===== config.mk =====
export PLATFORM = sky130hd
export DESIGN_NAME = data_mem_responder
export DESIGN_NICKNAME = d
export VERILOG_FILES = /design/src/rtl/data_mem_responder.sv
export SDC_FILE = /design/constraint.sdc
export NUM_CORES = 2
export LEC_CHECK = 0
export CAP_MARGIN = 20
export CORE_MARGIN = 1
export CORE_UTILIZATION = 35
export CTS_CLUSTER_DIAMETER = 50
export DETAILED_ROUTE_END_ITERATION = 7
export GPL_TIMING_DRIVEN = 1
export SYNTH_ARGS = -nofsm -noshare
export SYNTH_HDL_FRONTEND = slang
export SYNTH_SLANG_ARGS = --single-unit

===== constraint.sdc =====
create_clock -name clk -period 10.7 [get_ports clk]
set_clock_uncertainty 0.05 [all_clocks]
set_input_delay 2.14 -clock clk [delete_from_list [all_inputs] [get_ports clk]]
set_output_delay 2.14 -clock clk [all_outputs]
set_load 0.01 [all_outputs]

===== src/rtl/data_mem_responder.sv =====
// data_mem_responder: wait-stated 16-bit word memory answering CPU load/store requests
module data_mem_responder #(
    parameter int ADDR_WIDTH = 8,
    parameter int LATENCY    = 2
) (
    input  logic        clk,
    input  logic        rst,
    input  logic        req_valid,
    output logic        req_ready,
    input  logic        req_write,
    input  logic [15:0] req_addr,
    input  logic [15:0] req_wdata,
    input  logic [1:0]  req_byte_en,
    output logic        resp_valid,
    input  logic        resp_ready,
    output logic [15:0] resp_data,
    output logic        resp_error
);
    localparam logic [1:0] IDLE = 2'd0;
    localparam logic [1:0] WAIT = 2'd1;
    localparam logic [1:0] RESP = 2'd2;
    localparam logic [3:0] LAT  = 4'(LATENCY);

    logic [1:0]            state;
    logic [3:0]            cnt;
    logic                  write_q;
    logic [15:0]           addr_q;
    logic [15:0]           wdata_q;
    logic [1:0]            be_q;
    logic [15:0]           mem [2**ADDR_WIDTH] = '{default: '0};
    logic                  accept;
    logic                  access;
    logic                  a_write;
    logic                  a_err;
    logic [15:0]           a_addr;
    logic [15:0]           a_wdata;
    logic [1:0]            a_be;
    logic [ADDR_WIDTH-1:0] a_idx;

    assign req_ready  = state == IDLE;
    assign resp_valid = state == RESP;
    assign accept     = req_valid && req_ready;
    // with zero latency the access happens at the acceptance edge, so it must use the live request
    assign access  = state == IDLE ? accept && LAT == 4'd0 : state == WAIT && cnt == 4'd1;
    assign a_write = state == IDLE ? req_write : write_q;
    assign a_addr  = state == IDLE ? req_addr : addr_q;
    assign a_wdata = state == IDLE ? req_wdata : wdata_q;
    assign a_be    = state == IDLE ? req_byte_en : be_q;
    assign a_idx   = a_addr[ADDR_WIDTH:1];
    assign a_err   = a_addr[0] || (a_addr >> (ADDR_WIDTH + 1)) != 16'd0;

    // request capture, wait-state countdown, response hold and release
    always_ff @(posedge clk) begin
        if (rst) begin
            state      <= IDLE;
            cnt        <= 4'd0;
            resp_data  <= 16'd0;
            resp_error <= 1'b0;
        end else if (state == IDLE) begin
            if (accept) begin
                cnt     <= LAT;
                write_q <= req_write;
                addr_q  <= req_addr;
                wdata_q <= req_wdata;
                be_q    <= req_byte_en;
                state   <= LAT == 4'd0 ? RESP : WAIT;
            end
        end else if (state == WAIT) begin
            cnt <= cnt - 4'd1;
            if (cnt == 4'd1) state <= RESP;
        end else if (state == RESP) begin
            if (resp_ready) begin
                state      <= IDLE;
                resp_data  <= 16'd0;
                resp_error <= 1'b0;
            end
        end else begin
            state <= IDLE;
        end
        if (!rst && access) begin
            resp_error <= a_err;
            resp_data  <= a_err || a_write ? 16'd0 : mem[a_idx];
        end
    end

    // byte-masked store at the access edge; contents survive reset
    always_ff @(posedge clk) begin
        if (!rst && access && a_write && !a_err) begin
            if (a_be[0]) mem[a_idx][7:0] <= a_wdata[7:0];
            if (a_be[1]) mem[a_idx][15:8] <= a_wdata[15:8];
        end
    end
endmodule


==> metrics.txt <==
Mapped Area=between 150000 and 200000 sq um; CTS max path bufs=4; Worst Max-Slew Pin Slew=1210 ps; Post-synth top cells=edfxtp_1 (4148), a22oi_1 (2050), a21oi_1 (1028); Num CTS Buffers=a little over 400; design area=approximately 170000 sq um; Arr. time, crit path=just over 7000 ps; CP most frequent cell=buf_4; Starting DRT DRC Count=roughly 11000; Worst R2R Start=state[0]$_SDFFE_PP0P_; register bit total from synthesis=a little over 4000; Post-DP Area=roughly 160000 sq um; # Post-CTS Setup Buffers=0; Max-Cap Viols=0; Hold WC Path Type=reg -> reg; Final HPWL DP=between 200000 and 250000 um; DRC=0; # setup viols final=0; clock power share=40.7%; vias in the first global route=roughly 85000; CP cell instances=clkdlybuf4s50_1 -> or4_1 -> o31ai_4 -> buf_4 -> buf_4 -> a22oi_1 -> a21oi_1 -> o41ai_1 -> buf_4 -> a41oi_1 -> nor4_1 -> nor2_1; Sw Ratio=23.0%; final weighted congestion in routability-driven placement=0.833; clock latency on the worst-skew pair=just over 1000 ps; routed via count=about 87000; Reg power frac=between 50% and 60%; internal power=between 20 and 30 mW; TritonCTS sink count=about 4200; layout cell share with drive strength beyond 1=around 8.9%; Hold Path Depth=2; delay of the slowest critical-path stage=roughly 850 ps; WP data required=11430 ps; Setup CP Type=in -> reg; Syn Inst Count=8995; worst ir drop on vdd=around 150 uV; CP Max Fanout=80; ys async rst share=0%; crit path max-delay cell type=buf_4; Synth cell types=between 40 and 50; Pleak=slightly above 50 nW; antenna viol nets, final=0; r2r setup slk=4810 ps; PwrDens=~200 nW/um^2; Yosys top cell by area=edfxtp_1; initial antenna violation count=36; Ys Warns=0; nets=around 9000; combinational share of power=approximately 6.9%; most common flop cell mapped by yosys=edfxtp_1; pre-CTS setup slack=between 3000 and 4000 ps; R2R cell count=12; initial core utilization=a little over a third; first-pass GRT wire length=between 600000 and 700000 um; final worst slack=around 4200 ps; area grow syn2layout=13.2%; most common cell in the netlist=edfxtp_1; post-CTS sizing=0; RSZ-0062 raised after global routing=no; sequential fraction of the synthesis area=80.8%; Critical Path End Type=register; Max Slew Vio Count=0; row count=about 240; CTS clk-pin slew, worst paths=about 60 ps; chip height=~670 um; final WL=~420000 um; status=finished, final reports clean; total grt overflow=0; I/O pins=slightly below 60; worst r2r dst=resp_data[1]$_SDFFCE_PP0P_; Slew headroom=18.1%; DR vias/cell=roughly 5.7; Startpoint Class=primary input; setup TNS=0 ps; EDFF count, synth=4148; CTS tree=done; die area=around 440000 sq um; min Tclk post-route=between 6000 and 7000 ps; CP endpoint=resp_data[1]$_SDFFCE_PP0P_; final hold violations=0; Avg Inst Size Synth=about 17 sq um; Root Buffer=clkbuf_16; H-tree level count=5; Max Fclk=about 150 MHz; Die W=666 um; Total GRT Usage=a little under a fifth; per-cell routed wire length=roughly 28 um; syn_nets=about 9000; drt first pass iters=6; hold_buf cts=0; IO Port Bufs=57; NetSw=8.01 mW; Tcrit/Tclk final=between 60% and 70%; top-area cell type share of the netlist area=80.7%; Synth area leaders=edfxtp_1 (81%), a22oi_1 (10%), a21oi_1 (3.3%); Core ar.=around 440000 sq um; largest net degree at the start of global routing=170; Worst setup startpoint=req_addr[2]
[metal layers]
layer  wire length, um  global-route usage [%]
met5               151                       0
met4             15000                    6.53
met3             38000                    3.23
met2            199000                    29.3
met1            170000                    25.4
[power groups by stage]
stage                     Sequential, mW  Combinational (mW)  Clock (mW)
after global routing                18.2                2.53        14.9
after detailed placement            18.6                2.38           0
after floorplan                     18.7                1.33           0
final                               18.2                2.40        14.2
after CTS                           18.2                2.39        14.3
after global placement              18.6                2.33           0
[cell families after synthesis]
group	after synthesis	share of synthesized area, %
DFF	4154	80.8
AOI/OAI and AO/OA	3425	15.3
and+or+nand+nor	713	1.86
buffers and inverters	699	2.02
muxes	2	0.0138
adders and majority gates	2	0.0162
[layout by cell type, fill, tap and decap left out, drive strengths merged, types with 64 or more instances in the layout]
| cell type | n |
|---|---|
| nor2 | 537 |
| a21oi | 1028 |
| clkinv | 187 |
| edfxtp | 4148 |
| nand2 | 88 |
| buf | 178 |
| clkbuf | 490 |
| a41oi | 64 |
| o41ai | 257 |
| a22oi | 2050 |
[critical path, delay by kind of cell]
family	cells	cell delay [ps]
buffers and inverters	4	2270
AND/OR/NAND/NOR	3	950
AO/OA/AOI/OAI	5	1750
[final cells by class]
cell class	count	area, sq um
Inverter	11	46.3
Clock inverter	260	2500
Sequential cell	4154	125000
Timing Repair Buffer	235	2340
Clock buffer	490	10700
Antenna cell	28	70.1
Fill cell	39198	264000
Multi-Input combinational cell	4142	26800
Tap cell	5880	7360
[state kept, by name (all words and copies together) (netlist names)]
signal / cells
cnt: 4
addr_q: 16
write_q: 1
mem: 4096
state: 2
be_q: 2
resp_error: 1
wdata_q: 16
resp_data: 16
[worst min-delay path by stage]
| stage | endpoint | start | slack, ps |
|---|---|---|---|
| 6_report | cnt[1]$_SDFFE_PP0P_ | cnt[1]$_SDFFE_PP0P_ | 470 |
| 4_1_cts | cnt[1]$_SDFFE_PP0P_ | cnt[1]$_SDFFE_PP0P_ | 470 |
| 3_3_place_gp | cnt[1]$_SDFFE_PP0P_ | cnt[1]$_SDFFE_PP0P_ | 420 |
| 3_5_place_dp | cnt[1]$_SDFFE_PP0P_ | cnt[1]$_SDFFE_PP0P_ | 460 |
| 5_1_grt | cnt[1]$_SDFFE_PP0P_ | cnt[1]$_SDFFE_PP0P_ | 510 |
| 2_1_floorplan | cnt[1]$_SDFFE_PP0P_ | cnt[1]$_SDFFE_PP0P_ | 410 |
[stage by stage]
step	hold slack (ps)	utilization (%)	instances	power [mW]
6_report	466	39.8	15200	34.8
5_1_grt	509	39.8	15192	35.7
4_1_cts	468	39.8	15167	34.9
3_5_place_dp	460	36.8	14417	21.0
3_3_place_gp	425	36.7	14401	20.9
2_1_floorplan	414	-	8995	20.1
Note: power is estimated with default switching activity, not from simulation.
